--- src/rtl/ps2_rx_ctrl_pkg.sv ---
// Shared PS/2 receive definitions: frame sequencer states,
// data width and the odd-parity rule used on the wire.
package ps2_rx_ctrl_pkg;

    typedef enum logic [1:0] {
        ST_IDLE   = 2'd0,
        ST_DATA   = 2'd1,
        ST_PARITY = 2'd2,
        ST_STOP   = 2'd3
    } ps2_state_t;

    localparam int PS2_DATA_BITS = 8;
    localparam logic [2:0] PS2_LAST_BIT = 3'(PS2_DATA_BITS - 1);

    // Odd parity: data bits plus parity bit must hold an odd number of ones.
    function automatic logic ps2_parity_ok(input logic [7:0] d, input logic p);
        return ^{d, p};
    endfunction

endpackage

--- src/rtl/ps2_rx_ctrl_debouncer.sv ---
// Line filter: output follows the input only after it has
// differed from the output for 2^N consecutive clocks.
module ps2_rx_ctrl_debouncer #(
    parameter int N = 3
) (
    input  logic clk,
    input  logic rst,
    input  logic raw,
    output logic clean
);

    logic         raw_q;
    logic [N-1:0] cnt;

    // Register the raw line, then count how long it disagrees with the output.
    always_ff @(posedge clk or posedge rst) begin
        if (rst) begin
            raw_q <= 1'b0;
            cnt   <= '0;
            clean <= 1'b0;
        end else begin
            raw_q <= raw;
            if (raw_q == clean) begin
                cnt <= '0;
            end else if (cnt == '1) begin
                clean <= raw_q;
                cnt   <= '0;
            end else begin
                cnt <= cnt + 1'b1;
            end
        end
    end

endmodule

--- src/rtl/ps2_rx_ctrl.sv ---
// PS/2 device-to-host receiver: filters the lines, sequences the
// 11-bit frame and presents good bytes on a valid/ready port.
module ps2_rx_ctrl
    import ps2_rx_ctrl_pkg::*;
#(
    parameter int DEB_N   = 3,
    parameter int TIMEOUT = 100000,
    parameter int TO_W    = 17
) (
    input  logic       i_clk,
    input  logic       i_rst,
    input  logic       i_ps2_clk,
    input  logic       i_ps2_data,
    output logic [7:0] o_data,
    output logic       o_valid,
    input  logic       i_ready,
    output logic       o_busy,
    output logic       o_err_parity,
    output logic       o_err_frame,
    output logic       o_overrun,
    input  logic       i_clr_err
);

    logic s_clk;
    logic s_data;
    logic clk_q;
    logic fall;
    logic expire;

    ps2_state_t      state_q, state_d;
    logic [2:0]      bitcnt_q, bitcnt_d;
    logic [7:0]      shift_q, shift_d;
    logic            par_q, par_d;
    logic [TO_W-1:0] cnt_q;
    logic            perr_d, ferr_d, good_d;
    logic            load;

    ps2_rx_ctrl_debouncer #(.N(DEB_N)) u_deb_clk (
        .clk   (i_clk),
        .rst   (i_rst),
        .raw   (i_ps2_clk),
        .clean (s_clk)
    );

    ps2_rx_ctrl_debouncer #(.N(DEB_N)) u_deb_data (
        .clk   (i_clk),
        .rst   (i_rst),
        .raw   (i_ps2_data),
        .clean (s_data)
    );

    assign fall   = clk_q & ~s_clk;
    assign expire = (state_q != ST_IDLE) && (cnt_q == TO_W'(TIMEOUT - 1));
    assign o_busy = (state_q != ST_IDLE);
    assign load   = good_d && (!o_valid || i_ready);

    // Delayed filtered clock for falling-edge detection; resets low so the
    // filter's power-up rise never looks like an edge.
    always_ff @(posedge i_clk or posedge i_rst) begin
        if (i_rst) clk_q <= 1'b0;
        else       clk_q <= s_clk;
    end

    // Inter-edge watchdog: idle and every falling edge restart it.
    always_ff @(posedge i_clk or posedge i_rst) begin
        if (i_rst)                         cnt_q <= '0;
        else if (state_q == ST_IDLE || fall) cnt_q <= '0;
        else                               cnt_q <= cnt_q + 1'b1;
    end

    // Frame sequencer state and datapath registers.
    always_ff @(posedge i_clk or posedge i_rst) begin
        if (i_rst) begin
            state_q  <= ST_IDLE;
            bitcnt_q <= '0;
            shift_q  <= '0;
            par_q    <= 1'b0;
        end else begin
            state_q  <= state_d;
            bitcnt_q <= bitcnt_d;
            shift_q  <= shift_d;
            par_q    <= par_d;
        end
    end

    // Next-state logic; a falling edge always takes priority over expiry.
    always_comb begin
        state_d  = state_q;
        bitcnt_d = bitcnt_q;
        shift_d  = shift_q;
        par_d    = par_q;
        perr_d   = 1'b0;
        ferr_d   = 1'b0;
        good_d   = 1'b0;
        if (fall) begin
            unique case (state_q)
                ST_IDLE: begin
                    if (!s_data) begin
                        state_d  = ST_DATA;
                        bitcnt_d = '0;
                    end else begin
                        ferr_d = 1'b1;
                    end
                end
                ST_DATA: begin
                    shift_d  = {s_data, shift_q[7:1]};
                    bitcnt_d = bitcnt_q + 3'd1;
                    if (bitcnt_q == PS2_LAST_BIT) state_d = ST_PARITY;
                end
                ST_PARITY: begin
                    par_d   = s_data;
                    state_d = ST_STOP;
                end
                ST_STOP: begin
                    state_d = ST_IDLE;
                    if (!s_data)                            ferr_d = 1'b1;
                    else if (!ps2_parity_ok(shift_q, par_q)) perr_d = 1'b1;
                    else                                    good_d = 1'b1;
                end
                default: state_d = ST_IDLE;
            endcase
        end else if (expire) begin
            state_d  = ST_IDLE;
            shift_d  = '0;
            bitcnt_d = '0;
            ferr_d   = 1'b1;
        end
    end

    // Error pulses last exactly one cycle.
    always_ff @(posedge i_clk or posedge i_rst) begin
        if (i_rst) begin
            o_err_parity <= 1'b0;
            o_err_frame  <= 1'b0;
        end else begin
            o_err_parity <= perr_d;
            o_err_frame  <= ferr_d;
        end
    end

    // Output byte register with valid/ready handshake.
    always_ff @(posedge i_clk or posedge i_rst) begin
        if (i_rst) begin
            o_data  <= '0;
            o_valid <= 1'b0;
        end else if (load) begin
            o_data  <= shift_q;
            o_valid <= 1'b1;
        end else if (o_valid && i_ready) begin
            o_valid <= 1'b0;
        end
    end

    // Sticky overrun flag; a clear request beats a same-cycle drop.
    always_ff @(posedge i_clk or posedge i_rst) begin
        if (i_rst)                   o_overrun <= 1'b0;
        else if (i_clr_err)          o_overrun <= 1'b0;
        else if (good_d && !load)    o_overrun <= 1'b1;
    end

endmodule

--- config.mk ---
export PLATFORM = sky130hd
export DESIGN_NAME = ps2_rx_ctrl
export DESIGN_NICKNAME = d
export VERILOG_FILES = /design/src/rtl/ps2_rx_ctrl_pkg.sv /design/src/rtl/ps2_rx_ctrl_debouncer.sv /design/src/rtl/ps2_rx_ctrl.sv
export SDC_FILE = /design/constraint.sdc
export NUM_CORES = 1
export LEC_CHECK = 0
export ABC_AREA = 1
export CAP_MARGIN = 20
export CORE_ASPECT_RATIO = 1.25
export CORE_MARGIN = 2
export CORE_UTILIZATION = 40
export CTS_CLUSTER_DIAMETER = 80
export CTS_CLUSTER_SIZE = 25
export DETAILED_ROUTE_END_ITERATION = 10
export GPL_ROUTABILITY_DRIVEN = 0
export PLACE_DENSITY = 0.65
export SYNTH_ARGS = -nofsm -noshare
export SYNTH_HDL_FRONTEND = slang
export SYNTH_SLANG_ARGS = --single-unit
--- constraint.sdc ---
create_clock -name i_clk -period 1.7 [get_ports i_clk]
set_clock_uncertainty 0.1 [all_clocks]
set_input_delay 0.255 -clock i_clk [delete_from_list [all_inputs] [get_ports i_clk]]
set_output_delay 0.255 -clock i_clk [all_outputs]
set_load 0.005 [all_outputs]
==> results.py <==
metrics = {
    "floorplan": {
        "start_util_pct": 41.8,
        "floorplan.rows": 32,
        "io_pins": 19,
        "core_area_um2": 6210,
        "die_y_um": 94.1,
        "dieWidth_um": 76.0,
        "dieArea_um2": 7150,
    },
    "synth": {
        "synth_warnings": 0,
        "synth_seq_cells": 54,
        "synth_cell_types": 31,
        "netlist_area_um2": 2590,
        "avgSynthCellArea_um2": 8.68,
        "syn_inst": 299,
        "ys_seq_area_share_pct": 52.1,
        "mappedNetlistNets": 316,
    },
    "detailed_routing": {
        "detail_route.wl_per_cell_um": 11.2,
        "drt_iter0_drc": 73,
        "drc": 0,
        "routed_via_density": 4.76,
        "dr.pass1.iters": 6,
        "vias": 2058,
        "ant_nets": 0,
        "wirelength_mm": 4.85,
    },
    "place": {
        "port_buffers": 18,
        "dpl.hpwl_mm": 3.42,
        "pre_cts_slack_ns": -0.0522,
    },
    "timing": {
        "fmax_mhz": 609,
        "fin_crit_sh_pct": 96.6,
        "fin_crit_ns": 1.64,
        "setup_viol": 0,
        "final.setup.worst_slack_ns": 0.0582,
        "rsz0062_at_grt": "yes",
        "slew_headroom_pct": 79.0,
        "tightest_slew_ns": 0.314,
        "drv_slew": 0,
        "hold_viol_final": 0,
    },
    "cells_and_area": {
        "antenna_cells": 0,
        "fin_nets": 363,
        "final_util_pct": 52.9,
        "drive_gt1_share_pct": 22.8,
        "final_common_cell": "nand2_1",
        "area_growth_pct": 26.6,
        "layout_common_cells": "65 x nand2_1, 54 x dfrtp_1, 33 x inv_1",
    },
    "clocking": {
        "numCtsBuffers": 5,
        "clk_latency_ns": 0.31,
        "cts_hold_buffers": 0,
        "clock_path_buffers": 2,
        "cts.sinks": 54,
        "htreeDepth": 2,
        "path_clk_slew_ns": 0.11,
        "cts_tree": "done",
        "root_buffer": "clkbuf_8",
    },
    "pwr": {
        "ir_drop_v": 0.000440,
        "comb_power_share_pct": 15.6,
        "p_per_area_nw_per_um2": 839,
        "switchingPower_w": 0.000745,
        "swShare_pct": 27.0,
        "p_leak_nw": 1.55,
        "power.internal_w": 0.00201,
        "p_seq_share_pct": 52.6,
        "pwr-share-clk_pct": 31.9,
    },
    "critical_path": {
        "start_kind": "register",
        "rrSetupSlack_ns": 0.06,
        "cp.arrival_ns": 1.74,
        "worstSetupEndpointType": "register",
        "cp_max_fo": 3,
        "critPathKind": "reg2reg",
        "crit_required_ns": 1.80,
    },
    "grt": {
        "grt_pass1_vias": 2001,
        "grt_pass1_wl_mm": 8.56,
        "overflow": 0,
        "grt_max_degree": 55,
        "antenna_found_initial": 0,
        "grt_usage_pct": 14.7,
    },
    "flow_run": {
        "max-cap-violations": 0,
    },
    "outcome": {
        "status": "completed",
    },
    "min_path": {
        "holdCritPathClass": "in2async",
    },
}
-- state kept, by name, summed over array words and instances (netlist names), 2 cells and up --
| signal | cells |
|---|---|
| cnt_q | 17 |
| o_data | 8 |
| shift_q | 8 |
| bitcnt_q | 3 |
| u_deb_clk.cnt | 3 |
| u_deb_data.cnt | 3 |
| state_q | 2 |
-- worst paths after layout --
path,start,end,cells after the start
setup reg to reg,cnt_q[0],cnt_q[12],12
hold reg to reg,u_deb_data.cnt[0],u_deb_data.cnt[0],1
setup / recovery,cnt_q[0],cnt_q[12],12
min in group i_clk,i_ps2_data,u_deb_data.raw_q,1
hold / removal,i_rst,shift_q[2],3
max in group asynchronous,i_rst,cnt_q[10],3
-- through the flow --
step / power, W / cells / TNS (ns) / hold WS, ns / instance area, um^2
2_1_floorplan: 0.00174 / 299 / 0 / 0.186 / 2590
3_3_place_gp: 0.00187 / 415 / 0 / 0.329 / 2990
3_5_place_dp: 0.00189 / 415 / -0.175 / 0.326 / 2990
4_1_cts: 0.00278 / 425 / 0 / 0.207 / 3150
5_1_grt: 0.00292 / 432 / -0.398 / 0.229 / 3280
6_report: 0.00276 / 432 / 0 / 0.189 / 3280
-- cell type report --
| cell class | count | area (um^2) |
|---|---|---|
| timing repair buffer | 42 | 375 |
| inverter | 44 | 165 |
| sequential | 54 | 1350 |
| clock buffer | 5 | 68.8 |
| multi-input combinational | 199 | 1170 |
| fill | 590 | 2920 |
| clock inverter | 3 | 47.5 |
| tap | 85 | 106 |
-- metal layers --
| metal | GRT usage, % | share of wire (%) | vias up |
|---|---|---|---|
| met5 | 0 | 0 | - |
| met4 | 6.21 | 1.8 | 0 |
| met3 | 2.98 | 2.8 | 8 |
| met2 | 27.2 | 52 | 31 |
| met1 | 16.5 | 43 | 961 |
| li1 | - | - | 1058 |
-- timing repair --
item | 4_1_cts | 5_1_grt
pin swaps | 3 | 12
cloned | 0 | 1
endpoints found under the setup margin | 14 | 30
buffers inserted | 2 | 6
gates resized for setup | 11 | 28
-- power by group through the flow --
| stage | registers (W) | logic (W) | clock network (W) |
|---|---|---|---|
| after floorplan | 0.00146 | 0.000275 | 0 |
| after global placement | 0.00147 | 0.000396 | 0 |
| after detailed placement | 0.00148 | 0.000410 | 0 |
| after CTS | 0.00145 | 0.000426 | 0.000907 |
| after global routing | 0.00147 | 0.000493 | 0.000962 |
| final | 0.00145 | 0.000429 | 0.000878 |
-- worst max-delay path: stages (launching register included) --
cell     delay, ns
dfrtp_1       0.37
ha_2          0.19
nand2_2       0.07
nor2_4        0.11
inv_2         0.05
nor2_4        0.08
nand2_2       0.08
nor2_4        0.13
inv_2         0.06
nor2_4        0.09
nand2_2       0.06
o21ai_1       0.11
nor2_1        0.05
-- synth_stat cells (all sizes together) --
cell type | instances | area [um^2]
nand4 | 10 | 62.6
o21ai | 13 | 65.1
buf | 2 | 16.3
inv | 43 | 161
nor4 | 2 | 18.8
nor2 | 32 | 158
o22ai | 6 | 37.5
nand3b | 1 | 7.51
o21a | 1 | 7.51
a211oi | 1 | 7.51
nor3b | 2 | 15.0
or2 | 1 | 6.26
xnor2 | 4 | 35.0
clkbuf | 1 | 3.75
clkinv | 1 | 3.75
dfrtp | 54 | 1350
nand3 | 11 | 60.1
a21oi | 8 | 40.0
o211ai | 1 | 7.51
nand2 | 82 | 320
ha | 11 | 138
xor2 | 2 | 17.5
nor3 | 10 | 55.1
-- cell families (layout without fill, tap and decap cells) --
kind of cell,Yosys count,in the layout,share of synthesized area [%]
compound gates,30,30,6.36
xor+xnor,6,6,2.03
fa+ha+maj,11,11,5.30
buf+inv,47,94,7.14
flops,54,54,52.1
simple gates,151,152,27.1
(Power assumes the default switching activity.)
